`config.mk`:
```
export PLATFORM = sky130hd
export DESIGN_NAME = gh_uart_rx_deframer_flat
export DESIGN_NICKNAME = d
export VERILOG_FILES = /design/src/rtl/gh_uart_rx_deframer_if.sv /design/src/rtl/gh_uart_rx_deframer.sv /design/src/flat_wrapper.sv
export SDC_FILE = /design/constraint.sdc
export NUM_CORES = 1
export LEC_CHECK = 0
export ABC_CLOCK_PERIOD_IN_PS = 1600
export CORE_ASPECT_RATIO = 1.4
export CORE_UTILIZATION = 51
export DETAILED_ROUTE_END_ITERATION = 8
export PLACE_DENSITY = 0.75
export SYNTH_ARGS = -nofsm -noshare
export SYNTH_HDL_FRONTEND = slang
export SYNTH_SLANG_ARGS = --single-unit
```
`constraint.sdc`:
```
create_clock -name clk -period 1.6 [get_ports clk]
set_input_delay 0.32 -clock clk [delete_from_list [all_inputs] [get_ports clk]]
set_output_delay 0.32 -clock clk [all_outputs]
set_load 0.02 [all_outputs]
```
`src/rtl/gh_uart_rx_deframer_if.sv`:
```
// Received-word bus from the UART receive deframer to the receive FIFO.
// The master drives a one-cycle rdy strobe with word and status.
interface gh_uart_rx_deframer_if;
    logic [7:0] d;
    logic       rdy;
    logic       pe;
    logic       fe;
    logic       brk;

    modport master (output d, rdy, pe, fe, brk);
    modport slave  (input  d, rdy, pe, fe, brk);
endinterface

```
`src/rtl/gh_uart_rx_deframer.sv`:
```
// UART serial receive deframer: 16x oversampled start qualification, 5-8 data
// bits LSB first, optional parity, stop check, break detect.
module gh_uart_rx_deframer (
    input  logic                          clk,
    input  logic                          rst,
    input  logic                          srst,
    input  logic                          brc,
    input  logic                          sin,
    input  logic [1:0]                    num_bits,
    input  logic                          parity_en,
    input  logic                          parity_ev,
    output logic                          busy,
    gh_uart_rx_deframer_if.master         rx
);

    typedef enum logic [2:0] {
        IDLE    = 3'd0,
        START   = 3'd1,
        DATA    = 3'd2,
        PARITY  = 3'd3,
        STOP    = 3'd4,
        WAIT_HI = 3'd5
    } state_t;

    state_t     state_q, state_d;
    logic       sync1_q, sync1_d;
    logic       sin_s_q, sin_s_d;
    logic [3:0] cnt_q, cnt_d;
    logic [2:0] bcnt_q, bcnt_d;
    logic       acc_q, acc_d;
    logic [7:0] sh_q, sh_d;
    logic       par_bit_q, par_bit_d;
    logic [1:0] nb_q, nb_d;
    logic       pen_q, pen_d;
    logic       pev_q, pev_d;
    logic [7:0] d_q, d_d;
    logic       rdy_q, rdy_d;
    logic       pe_q, pe_d;
    logic       fe_q, fe_d;
    logic       brk_q, brk_d;

    logic       mid;
    logic       wrap;
    logic [2:0] last_bcnt;
    logic [1:0] shamt;
    logic [7:0] word;

    // State register
    always_ff @(posedge clk or posedge rst) begin
        if (rst) begin
            state_q   <= IDLE;
            sync1_q   <= 1'b1;
            sin_s_q   <= 1'b1;
            cnt_q     <= '0;
            bcnt_q    <= '0;
            acc_q     <= 1'b0;
            sh_q      <= '0;
            par_bit_q <= 1'b0;
            nb_q      <= '0;
            pen_q     <= 1'b0;
            pev_q     <= 1'b0;
            d_q       <= '0;
            rdy_q     <= 1'b0;
            pe_q      <= 1'b0;
            fe_q      <= 1'b0;
            brk_q     <= 1'b0;
        end else begin
            // NOTE: non-blocking assignments so every flop samples pre-edge values.
            state_q   <= state_d;
            sync1_q   <= sync1_d;
            sin_s_q   <= sin_s_d;
            cnt_q     <= cnt_d;
            bcnt_q    <= bcnt_d;
            acc_q     <= acc_d;
            sh_q      <= sh_d;
            par_bit_q <= par_bit_d;
            nb_q      <= nb_d;
            pen_q     <= pen_d;
            pev_q     <= pev_d;
            d_q       <= d_d;
            rdy_q     <= rdy_d;
            pe_q      <= pe_d;
            fe_q      <= fe_d;
            brk_q     <= brk_d;
        end
    end

    // Next-state and datapath
    always_comb begin
        // NOTE: every _d gets a default first so no path can infer a latch.
        state_d   = state_q;
        sync1_d   = sin;
        sin_s_d   = sync1_q;
        cnt_d     = cnt_q;
        bcnt_d    = bcnt_q;
        acc_d     = acc_q;
        sh_d      = sh_q;
        par_bit_d = par_bit_q;
        nb_d      = nb_q;
        pen_d     = pen_q;
        pev_d     = pev_q;
        d_d       = d_q;
        rdy_d     = 1'b0;
        pe_d      = pe_q;
        fe_d      = fe_q;
        brk_d     = brk_q;

        mid       = brc && (cnt_q == 4'd7);
        wrap      = brc && (cnt_q == 4'd15);
        // Value bcnt holds after the last data bit; length 8 wraps to 0.
        last_bcnt = 3'd5 + {1'b0, nb_q};
        shamt     = 2'd3 - nb_q;
        word      = sh_q >> shamt;

        if (brc && state_q != IDLE && state_q != WAIT_HI)
            cnt_d = cnt_q + 4'd1;

        case (state_q)
            IDLE: begin
                if (brc && !sin_s_q) begin
                    cnt_d   = 4'd1;
                    acc_d   = 1'b0;
                    bcnt_d  = '0;
                    state_d = START;
                end
            end
            START: begin
                if (mid && sin_s_q) begin
                    state_d = IDLE;
                end else if (wrap) begin
                    nb_d    = num_bits;
                    pen_d   = parity_en;
                    pev_d   = parity_ev;
                    state_d = DATA;
                end
            end
            DATA: begin
                if (mid) begin
                    sh_d   = {sin_s_q, sh_q[7:1]};
                    acc_d  = acc_q ^ sin_s_q;
                    bcnt_d = bcnt_q + 3'd1;
                end
                if (wrap && bcnt_q == last_bcnt)
                    state_d = pen_q ? PARITY : STOP;
            end
            PARITY: begin
                if (mid) begin
                    acc_d     = acc_q ^ sin_s_q;
                    par_bit_d = sin_s_q;
                end
                if (wrap)
                    state_d = STOP;
            end
            STOP: begin
                if (mid) begin
                    d_d     = word;
                    pe_d    = pen_q & (acc_q ^ ~pev_q);
                    fe_d    = ~sin_s_q;
                    brk_d   = ~sin_s_q & (word == 8'h00) & (~pen_q | ~par_bit_q);
                    rdy_d   = 1'b1;
                    state_d = sin_s_q ? IDLE : WAIT_HI;
                end
            end
            WAIT_HI: begin
                if (sin_s_q)
                    state_d = IDLE;
            end
            default: state_d = IDLE;
        endcase

        if (srst) begin
            state_d   = IDLE;
            sync1_d   = 1'b1;
            sin_s_d   = 1'b1;
            cnt_d     = '0;
            bcnt_d    = '0;
            acc_d     = 1'b0;
            sh_d      = '0;
            par_bit_d = 1'b0;
            nb_d      = '0;
            pen_d     = 1'b0;
            pev_d     = 1'b0;
            d_d       = '0;
            rdy_d     = 1'b0;
            pe_d      = 1'b0;
            fe_d      = 1'b0;
            brk_d     = 1'b0;
        end
    end

    // Outputs
    always_comb begin
        busy   = (state_q != IDLE);
        rx.d   = d_q;
        rx.rdy = rdy_q;
        rx.pe  = pe_q;
        rx.fe  = fe_q;
        rx.brk = brk_q;
    end

endmodule

```
`src/flat_wrapper.sv`:
```
// flat-port wrapper written by rule: the top's interface ports become plain ports
module gh_uart_rx_deframer_flat 
  (clk, rst, srst, brc, sin, num_bits, parity_en, parity_ev, busy, rx_d, rx_rdy, rx_pe, rx_fe, rx_brk);
  gh_uart_rx_deframer_if rx_i ();
  input  logic clk;
  input  logic rst;
  input  logic srst;
  input  logic brc;
  input  logic sin;
  input  logic [1:0] num_bits;
  input  logic parity_en;
  input  logic parity_ev;
  output logic busy;
  output wire logic [$bits(rx_i.d)-1:0] rx_d;
  output wire logic [$bits(rx_i.rdy)-1:0] rx_rdy;
  output wire logic [$bits(rx_i.pe)-1:0] rx_pe;
  output wire logic [$bits(rx_i.fe)-1:0] rx_fe;
  output wire logic [$bits(rx_i.brk)-1:0] rx_brk;
  assign rx_d = rx_i.d;
  assign rx_rdy = rx_i.rdy;
  assign rx_pe = rx_i.pe;
  assign rx_fe = rx_i.fe;
  assign rx_brk = rx_i.brk;
  gh_uart_rx_deframer u_core (.clk(clk), .rst(rst), .srst(srst), .brc(brc), .sin(sin), .num_bits(num_bits), .parity_en(parity_en), .parity_ev(parity_ev), .busy(busy), .rx(rx_i));
endmodule
```
## Yosys cells after proc, flatten, opt, wreduce, memory -nomap -nowiden

Index checks and enable logic that the tools add are counted.

- Register bits: 38
- Latch bits: 0
- Memory bits (writable): 0
- Bits in read-only memories: 0
- Input bits: 9
- Output and inout port bits: 13
- Word-level logic and storage cells: 134
- Memories kept: 0

- Add/subtract/negate cells: 4
- $mul: 0
- Divide/modulo/power cells: 0
- Order comparisons: 0
- Eq/ne operators: 18
- Shift-type cells: 1
- Mux-type cells: 58
- Bitwise operators: 10
- Reductions and logical operators: 27

Operators by type and width:

| operator | number |
|---|---|
| $mux W8 | 6 |
| $mux W3 | 13 |
| $mux W1 | 28 |
| $ne A3 B2 Y1 const B | 6 |
| $pmux W3 S6 | 1 |
| $mux W4 | 4 |
| $reduce_bool A2 Y1 | 6 |
| $reduce_and A3 Y1 | 3 |
| $reduce_bool A3 Y1 | 3 |
| $logic_not A8 Y1 | 1 |
| $mux W2 | 4 |
| $shr A8 B2 Y8 | 1 |
| $logic_and A1 B1 Y1 | 7 |
| $eq A3 B2 Y1 const B | 2 |
| $eq A3 B3 Y1 const B | 2 |
| $pmux W3 S2 | 1 |
| $reduce_and A2 Y1 | 3 |
| $reduce_and A6 Y1 | 1 |
| $add A4 B1 Y4 const B | 1 |
| $eq A4 B3 Y1 const B | 1 |
| $eq A4 B4 Y1 const B | 1 |
| $ne A4 B2 Y1 const B | 1 |
| $not A1 Y1 | 4 |
| $add A3 B1 Y3 const B | 1 |
| 14 further kinds | 17 |

## Depth between registers and ports, before layout

Gate-level depths: netlist (run 1).

- Depth after elaboration: 8
- Depth in mapped cells: 7
- Mapped depth without buffers: 5

## Least setup slack after synthesis (run 1)

OpenSTA, ideal clock, no wires.

- Path kind: flip-flop to flip-flop
- From: register u_core.cnt_q[0]
- To: register u_core.state_q[0]
- Setup time: 103 ps
- Arrival time: 1648 ps
- Data required time: 1497 ps
- Slack: -151 ps
- Cell stages (with the launch flop): 7
- Path buffers: 1
- Path through: dfrtp_1 ha_1 and4b_1 buf_6 a2111o_1 a31o_2 o41ai_2

- Longest elaborated chain between the ends: 6
- Elaborated cells on any way between the ends: 14
- Classes of those cells: eq/ne (6); mux (3); reduce/logical (5)

RTL lines:

| what | line | text |
|---|---|---|
| start: declaration | gh_uart_rx_deframer.sv:28 | `logic [3:0] cnt_q, cnt_d;` |
| start signal: assignment | gh_uart_rx_deframer.sv:72 | `cnt_q <= cnt_d;` |
| $eq A4 B3 Y1 | gh_uart_rx_deframer.sv:108 | `mid = brc && (cnt_q == 4'd7);` |
| $logic_and A1 B1 Y1 | gh_uart_rx_deframer.sv:108 |  |
| $logic_and A1 B1 Y1 | gh_uart_rx_deframer.sv:128 | `if (mid && sin_s_q) begin` |
| $mux W3 | gh_uart_rx_deframer.sv:128 |  |
| $pmux W3 S6 | gh_uart_rx_deframer.sv:118 | `case (state_q)` |
| $mux W3 | gh_uart_rx_deframer.sv:171 | `if (srst) begin` |
| end signal: assignment | gh_uart_rx_deframer.sv:69 | `state_q <= state_d;` |
| end: declaration | gh_uart_rx_deframer.sv:25 | `state_t state_q, state_d;` |

Parallel ways exist; a longest one is shown, timed or not.
A chain may end at the register's enable or synchronous reset.

## Worst setup path in the final report (run 1)

- From: input brc
- To: register u_core.state_q[1]

- Longest elaborated chain between the ends: 5
- Elaborated cells on any way between the ends: 14
- Classes of those cells: eq/ne (5); mux (3); reduce/logical (6)

RTL lines:

| what | line | text |
|---|---|---|
| start: declaration | flat_wrapper.sv:8 | `input logic brc;` |
| $logic_and A1 B1 Y1 | gh_uart_rx_deframer.sv:108 |  |
| $logic_and A1 B1 Y1 | gh_uart_rx_deframer.sv:128 |  |
| $mux W3 | gh_uart_rx_deframer.sv:128 |  |
| $pmux W3 S6 | gh_uart_rx_deframer.sv:118 |  |
| $mux W3 | gh_uart_rx_deframer.sv:171 |  |

Parallel ways exist; a longest one is shown, timed or not.

==> results of run 1 <==
## layout make-up
type,count,area share (%)
multi-input cells,159,43.2
flip-flops and latches,38,30.6
repair buffers,68,20.9
clock buffers,8,2.57
well taps,45,1.81
inverters,8,0.963
## synth_stat cells (3+ instances only)
cell type / number / area (µm²)
inv_1: 7 / 26.3
dfrtp_1: 36 / 901
xnor2_1: 3 / 26.3
xor2_1: 3 / 26.3
nand3_1: 6 / 30.0
nand2_1: 18 / 67.6
ha_1: 3 / 37.5
buf_4: 4 / 30.0
nand2b_1: 3 / 18.8
clkbuf_1: 4 / 15.0
a31o_2: 3 / 26.3
a21oi_1: 11 / 55.1
or2_2: 3 / 18.8
buf_6: 3 / 33.8
o21ai_0: 4 / 20.0
o211ai_1: 3 / 22.5
mux2i_1: 20 / 200
mux2_2: 3 / 33.8
buf_2: 3 / 15.0
nor3_1: 4 / 20.0
nor2_1: 26 / 97.6
a211oi_1: 4 / 30.0
## worst min-delay path by stage
stage | slack (ps) | cells past startpoint | to
after floorplan | 430 | 1 | u_core.sync1_q
after global placement | 510 | 2 | u_core.rx.d[6]
after detailed placement | 520 | 2 | u_core.rx.d[2]
after CTS | 390 | 3 | u_core.bcnt_q[0]
after global routing | 410 | 3 | u_core.bcnt_q[1]
final | 380 | 3 | u_core.bcnt_q[1]
## registers in the layout, summed over array words and instances (netlist names), 2 cells and up
name,count
u_core.cnt_q,4
u_core.sh_q,8
u_core.rx.d,8
u_core.state_q,3
u_core.nb_q,2
u_core.bcnt_q,3
## power by group through the flow
stage | Clock (µW) | Sequential [µW] | Combinational (µW)
6_report | 633 | 1060 | 949
5_1_grt | 697 | 1060 | 1020
4_1_cts | 636 | 1060 | 867
3_5_place_dp | 0 | 1070 | 857
3_3_place_gp | 0 | 1070 | 839
2_1_floorplan | 0 | 1070 | 498
## per-stage QoR
step | area, µm² | cells
2_1_floorplan | 2230 | 220
5_1_grt | 3120 | 326
3_3_place_gp | 2740 | 312
3_5_place_dp | 2740 | 312
4_1_cts | 2870 | 320
6_report | 3120 | 326
## metal layers
| layer | vias up | share of wire, % | GRT usage (%) |
|---|---|---|---|
| met4 | 0 | 1.5 | 9.29 |
| met3 | 7 | 2.5 | 4.35 |
| met5 | - | 0 | 0 |
| li1 | 914 | - | - |
| met2 | 41 | 54 | 44.3 |
| met1 | 960 | 42 | 28.7 |
## repair_timing
item	in CTS	in global routing
gates cloned	0	1
gates resized for setup	15	43
setup buffers	0	5
setup endpoints to repair	28	37
pin swaps	6	18
## critical path, cell delays in order
cell             delay (ps)
clkdlybuf4s50_1         520
buf_6                   140
nand4_4                 110
o41ai_4                 410
nand3_2                 160
o41ai_2                 310
## logic make-up (layout without fill, tap and decap cells)
family                     count (synthesis)  after routing  synth area share [%]
AOI/OAI and AO/OA                         44             44                  15.9
and+or+nand+nor                           83             83                  20.8
adders and majority gates                  3              3                  1.69
xor gates and xnor gates                   6              6                  2.37
buffers and inverters                     23             84                  5.75
muxes                                     23             23                  10.5
DFF                                       38             38                  42.9
==> results.md, run 1 <==
* FF-to-FF setup slack at -150 ps
* Vias per cell at 5.90
* CP endpoint: u_core.state_q[1]
* Total track usage at 24.6%
* Layout Utilization at 74.1%
* Yosys cell types at 58
* Final worst path period share at 112%
* Post-DRT Antenna Nets at 0
* Worst-case hold slack at 376 ps
* Reg2reg path depth at 5
* Sequential power share at 40.0%
* Clk root buf: clkbuf_8
* Total number of vias at 1922
* Slew Limit Fails at 0
* Syn Area/Cell at 10.1 µm²
* Skew-Pair Late Insertion Delay at 290 ps
* Number of core rows at 28
* Cell count after synthesis at 220
* CP required at 1780 ps
* DP HPWL at 3600 µm
* CTS sink count at 38
* Clock-pin slew on the worst setup and hold paths at 80 ps
* Final hold violations at 0
* Most frequent cells in the layout: buf_4, dfrtp_1, nor2_1
* Routed length per instance at 17.6 µm
* Final wirelength at 5730 µm
* Ports at 22
* Die Span X at 57.8 µm
* Primary FF master, synth: dfrtp_1
* Rel. slew slack at 73.1%
* CTS Buf Count at 5
* Net switching fraction of the power at 33.1%
* Max_cap viols at 0
* Arr. time, crit path at 1980 ps
* Mapped Nets at 232
* Multi-input gate area at 1350 µm²
* Number of flops mapped to enable cells by yosys at 0
* Layout cells sized above 1 at 37.7%
* Die ar. at 4630 µm²
* Worst slack at placement at -464 ps
* Yosys reg bits at 38
* Clock Power Share at 24.0%
* Post-synthesis cell area at 2220 µm²
* Hold crit path type: in -> async
* Startpoint types: input port
* GR Overflow Total at 0
* Outcome: finished, violations left
* Largest net degree at the start of global routing at 39
* GP Congestion at 0.863
* Crit Reg-Reg Startpoint: u_core.nb_q[0]
* Comb pwr share at 36.0%
* CTS tree: yes
* Power Total at 2640 µW
* Vias in the first global route at 1956
* Fmax at 558 MHz
* Reg-to-reg critical path endpoint: u_core.state_q[1]
* Number of setup violations in the final report at 11
* Worst Setup End Kind: register
* DIE HEIGHT at 80.1 µm
* RSZ-0062 raised after global routing: true
* DRC at 2
* Seq/Total Area, Yosys at 42.9%
* Synth async-reset ratio at 100%
* CP Max Fanout at 6
* H-tree depth at 2
* Sw Pwr at 874 µW
* Static Leak at 0.00151 µW
* Buffers on Ports at 21
* Hold_buf cts at 0
* Antenna cells at 0
* Slew at the pin with the worst max-slew slack at 401 ps
* Net count, final at 292
* Critical path class: in -> reg
* Synth Warn # at 0
* P_int at 1760 µW
* Setup tns final at -693 ps
* CP startpoint: brc
* Clock tree buffer depth at 2
* Failing checks: design-rule violations, negative setup slack
* Violation count after the first detailed-route iteration at 80
* Drt pass-1 iters at 6
* Worst vdd ir at 0.694 mV
* Layout overhead on the synthesized area at 40.3%
* Initial antenna violation count at 0
* Fillers at 280
* PwrDens at 847 nW/µm²
* Core ar. at 4200 µm²
* Fin Clk Skew at 9.20 ps
* Initial Util at 52.8%
* First-pass GRT wire length at 8660 µm
* Flip-flop and latch area at 953 µm²
* Min cycle time layout at 1790 ps
* Setup WS post-layout at -192 ps
No activity file was read; power rests on OpenSTA's default activity.
==> run 2, diff against run 1 <==
--- a/config.mk
+++ b/config.mk
@@ -7,6 +7,7 @@
 export LEC_CHECK = 0
 export ABC_CLOCK_PERIOD_IN_PS = 1600
 export CORE_ASPECT_RATIO = 1.4
+export CORE_MARGIN = 5
 export CORE_UTILIZATION = 51
 export DETAILED_ROUTE_END_ITERATION = 8
 export PLACE_DENSITY = 0.75
==> run 2 against run 1 <==
Compared with the run above:
- the flow finishes with violations (negative setup slack)
- critical path depth unchanged
- clock skew down 4.8 ps
- power fell by 0.62%
- maximum frequency is 1.1% lower
- critical path type unchanged
==> results.md, run 2 (synthesis gave the netlist of run 1 again) <==
* Worst Setup End Kind: register
* Antenna cells at 0
* Layout overhead on the synthesized area at 40.9%
* CTS tree: yes
* Startpoint types: input port
* Net count, final at 293
* Final hold violations at 0
* Arr. time, crit path at 2000 ps
* Crit path buffers/inverters at 2
* Die ar. at 5790 µm²
* Clock-pin slew on the worst setup and hold paths at 70 ps
* CP startpoint: brc
* Vias per cell at 5.60
* Initial Util at 52.4%
* Skew-Pair Late Insertion Delay at 290 ps
* Worst-case hold slack at 377 ps
* CTS Buf Count at 5
* Total track usage at 19.7%
* DP HPWL at 3600 µm
* Max_cap viols at 0
* Number of setup violations in the final report at 8
* Worst vdd ir at 0.675 mV
* DRC at 0
* Drt pass-1 iters at 5
* Fin Clk Skew at 4.35 ps
* Worst slack at placement at -487 ps
* Cell depth of the worst setup path at 6
* Vias in the first global route at 1923
* Buffers on Ports at 21
* DIE HEIGHT at 88.1 µm
* Initial antenna violation count at 0
* GR Overflow Total at 0
* Slew Limit Fails at 0
* Violation count after the first detailed-route iteration at 136
* Dpl cells at 323
* PwrDens at 838 nW/µm²
* Slew at the pin with the worst max-slew slack at 384 ps
* RSZ-0062 raised after global routing: true
* Hold crit path type: in -> async
* GP Congestion at 0.882
* Critical path class: in -> reg
* Layout cells sized above 1 at 36.2%
* Number of core rows at 28
* Crit path max-delay family: compound AO/OA/AOI/OAI gates
* Clock tree buffer depth at 2
* Crit Reg-Reg Startpoint: u_core.nb_q[0]
* Layout Utilization at 73.8%
* First-pass GRT wire length at 8830 µm
* Static Leak at 0.00155 µW
* Finished Layout Cells at 342
* Slowest stage cell, crit path: clkdlybuf4s50_1
* Largest net degree at the start of global routing at 39
* Total number of vias at 1914
* Die Span X at 65.8 µm
* Final wirelength at 5430 µm
* Crit-path cells: clkdlybuf4s50_1 -> buf_6 -> nand4_4 -> o41ai_4 -> nand3_2 -> o41ai_2
* CP Max Fanout at 8
* Setup WS post-layout at -212 ps
* H-tree depth at 2
* Most common cell after layout, fill and taps aside: buf_4
* Final worst path period share at 113%
* Clk root buf: clkbuf_8
* Slowest stage delay, CP at 500 ps
* CP required at 1790 ps
* Hold_buf cts at 0
* Reg2reg path depth at 5
* Routed length per instance at 15.9 µm
* Ports at 22
* Outcome: finished, violations left
* Rel. slew slack at 74.0%
* CTS sink count at 38
* Post-DRT Antenna Nets at 0
* Fmax at 552 MHz
* Core ar. at 4240 µm²
* Min cycle time layout at 1810 ps
* Failing checks: negative setup slack
* Most frequent cells in the layout: buf_4, dfrtp_1, nor2_1
==> run 2: changes by cell type in the layout (fill, tap and decap cells not counted), sizes merged <==
| cell | change |
|---|---|
| clkbuf | -1 |
| clkdlybuf4s50 | -3 |
| clkinv | +1 |
| dlygate4sd2 | +2 |
| dlymetal6s2s | +2 |
==> run 2: worst paths after layout <==
kind | end | slack, ps
min in group clk | u_core.rx.d[7] | 530
max reg2reg | u_core.state_q[1] | -210
max in group asynchronous | u_core.sin_s_q | 970
min | u_core.bcnt_q[0] | 380
min reg2reg | u_core.rx.d[7] | 530
max | u_core.state_q[1] | -210
==> run 2: per-stage QoR <==
| step | TNS, ps | total power [µW] | cell area, µm² |
|---|---|---|---|
| 2_1_floorplan | -130 | 1570 | 2230 |
| 6_report | -634 | 2620 | 3130 |
| 4_1_cts | -362 | 2590 | 2890 |
| 3_5_place_dp | -10790 | 1890 | 2720 |
| 3_3_place_gp | -10740 | 1880 | 2720 |
| 5_1_grt | -1790 | 2760 | 3130 |
==> run 2: report_power, final <==
group	internal (µW)	switching [µW]	total, µW
registers	1010	62.6	1070
logic	407	462	869
clock network	348	336	684
==> run 2: layout make-up <==
class / instances / area [µm²]
inverter: 8 / 30.0
clock inverter: 1 / 5.00
sequential: 38 / 955
tap: 60 / 75.1
clock buffer: 7 / 86.3
timing repair buffer: 69 / 679
fill: 291 / 1110
multi-input combinational: 159 / 1300
==> run 2: worst register-to-register path, delay by kind of cell, from the launching register on <==
kind | cells | cell delay [ps]
and+or+nand+nor | 1 | 160
AOI/OAI and AO/OA | 2 | 700
DFF | 1 | 430
xor gates and xnor gates | 1 | 150
adders and majority gates | 1 | 270
==> run 2: repair_timing <==
item | in CTS | in global routing
pin swaps | 4 | 14
endpoints found under the setup margin | 29 | 36
resized for setup | 19 | 36
setup buffers | 1 | 10
hold endpoints to repair | 0 | 0
gates cloned | 0 | 1
==> run 2: per-layer routing <==
metal / part of all wire [%] / wire (µm) / GRT usage (%)
met5: 0 / 0 / 0
met4: 1.5 / 82 / 8.68
met3: 3.2 / 173 / 3.08
met2: 54 / 2920 / 34.4
met1: 41 / 2250 / 23.8
==> run 3, diff against run 2 <==
--- a/config.mk
+++ b/config.mk
@@ -7,7 +7,7 @@
 export LEC_CHECK = 0
 export ABC_CLOCK_PERIOD_IN_PS = 1600
 export CORE_ASPECT_RATIO = 1.4
-export CORE_MARGIN = 5
+export CORE_MARGIN = 3
 export CORE_UTILIZATION = 51
 export DETAILED_ROUTE_END_ITERATION = 8
 export PLACE_DENSITY = 0.75
==> run 3 against run 2 <==
Compared with the run above:
- global-route usage is 3.8 points higher
- the flow still finishes with violations (negative setup slack)
- combinational power is 3.6% higher
- critical path depth is 1 lower
- power is 7.9% higher
- non-clock buffer count is 1 higher
- core utilization is 3.8 points higher
- hold slack worse by 9.2 ps
- final area is 0.56% higher
- clock-buffer cell count stayed put
- maximum frequency is 3.7% higher
==> results.md, run 3 (synthesis gave the netlist of run 1 again) <==
* Most common cell after layout, fill and taps aside: buf_4
* Failing checks: negative setup slack
* Crit-path cells: ha_4 -> xor2_2 -> o41ai_4 -> nand3_2 -> o41ai_2
* Hold crit path type: in -> async
* PwrDens at 899 nW/µm²
* Buffers on Ports at 21
* Die ar. at 5190 µm²
* Layout Utilization at 77.6%
* Slowest stage delay, CP at 430 ps
* Slowest stage cell, crit path: dfrtp_1
* DIE HEIGHT at 84.1 µm
* Worst slack at placement at -505 ps
* Startpoint types: register
* Vias per cell at 6.04
* Clock-pin slew on the worst setup and hold paths at 80 ps
* Layout overhead on the synthesized area at 41.7%
* GP Congestion at 0.918
* Slew at the pin with the worst max-slew slack at 389 ps
* Clock tree buffer depth at 2
* Most frequent cells in the layout: buf_4, dfrtp_1, nor2_1
* Setup WS post-layout at -147 ps
* Worst Setup End Kind: register
* Critical path class: reg -> reg
* Rel. slew slack at 73.7%
* Fmax at 572 MHz
* Total track usage at 23.5%
* Min cycle time layout at 1750 ps
* Initial Util at 54.8%
* Fin Clk Skew at 10.0 ps
* Drt pass-1 iters at 4
* Clk root buf: clkbuf_8
* Arr. time, crit path at 1940 ps
* CTS Buf Count at 5
* Vias in the first global route at 1964
* Slew Limit Fails at 0
* Die Span X at 61.8 µm
* Initial antenna violation count at 0
* CTS sink count at 38
* Routed length per instance at 18.6 µm
* Largest net degree at the start of global routing at 39
* CP Max Fanout at 3
* CP required at 1790 ps
* Static Leak at 0.00159 µW
* CTS tree: yes
* Layout cells sized above 1 at 38.0%
* Worst vdd ir at 0.630 mV
* DP HPWL at 3800 µm
* Dpl cells at 309
* Post-DRT Antenna Nets at 0
* GR Overflow Total at 0
* H-tree depth at 2
* Number of core rows at 27
* RSZ-0062 raised after global routing: true
* DRC at 0
* Core ar. at 4050 µm²
* First-pass GRT wire length at 9180 µm
* Setup tns final at -442 ps
* Hold_buf cts at 0
* Outcome: finished, violations left
* Ports at 22
* Violation count after the first detailed-route iteration at 129
* Net count, final at 295
* Total number of vias at 1975
* Finished Layout Cells at 327
* Final worst path period share at 109%
* Number of setup violations in the final report at 6
* Max_cap viols at 0
* Final wirelength at 6080 µm
* Final hold violations at 0
* Antenna cells at 0
* Skew-Pair Late Insertion Delay at 300 ps
-- run 3: through the flow --
stage | total power [µW] | cell area (µm²) | hold slack, ps
2_1_floorplan | 1570 | 2230 | 429
3_3_place_gp | 1880 | 2730 | 509
3_5_place_dp | 1900 | 2730 | 509
4_1_cts | 2750 | 2920 | 376
5_1_grt | 2940 | 3150 | 403
6_report | 2830 | 3150 | 368
-- run 3: layout make-up --
type                            instances  area, µm²
Fill cell                             261        907
Inverter                                8       30.0
Timing Repair Buffer                   70        679
Tap cell                               43       53.8
Sequential cell                        38        955
Clock buffer                            7       86.3
Multi-Input combinational cell        160       1310
Clock inverter                          1       30.0
-- run 3: final timing paths --
path                                startpoint                 to  slack, ps  depth (start not counted)
max in group asynchronous                  rst     u_core.sin_s_q        980                          3
worst max register to register  u_core.nb_q[0]  u_core.state_q[1]       -150                          5
worst min register to register  u_core.rx.d[6]     u_core.rx.d[6]        520                          2
worst max-delay path            u_core.nb_q[0]  u_core.state_q[1]       -150                          5
worst min-delay path                       rst     u_core.sh_q[3]        370                          3
min in group clk                u_core.rx.d[6]     u_core.rx.d[6]        520                          2
-- run 3: routing by layer --
layer	part of all wire [%]	track usage, %	vias up
li1	-	-	917
met5	0	0	-
met1	39	29.9	977
met2	54	39.2	64
met4	2.6	7.53	0
met3	4.0	3.87	17
-- run 3: critical path: cells and delay by family, from the launching register on --
family          cells  cell delay (ps)
fa+ha+maj           1              240
simple gates        1              200
flops               1              430
compound gates      2              620
xor+xnor            1              150
-- run 3: timing repair --
| item | 4_1_cts | 5_1_grt |
|---|---|---|
| pin swaps | 9 | 22 |
| endpoints found under the setup margin | 27 | 42 |
| gates cloned | 1 | 1 |
| resized for setup | 16 | 40 |
| setup buffers | 3 | 7 |
-- run 3: power breakdown --
part	total (µW)	switching, µW	leakage, µW	internal [µW]
combinational	900	483	0.00101	418
sequential	1070	62.0	0.000520	1010
clock	860	352	0.0000585	508
total	2830	896	0.00159	1930
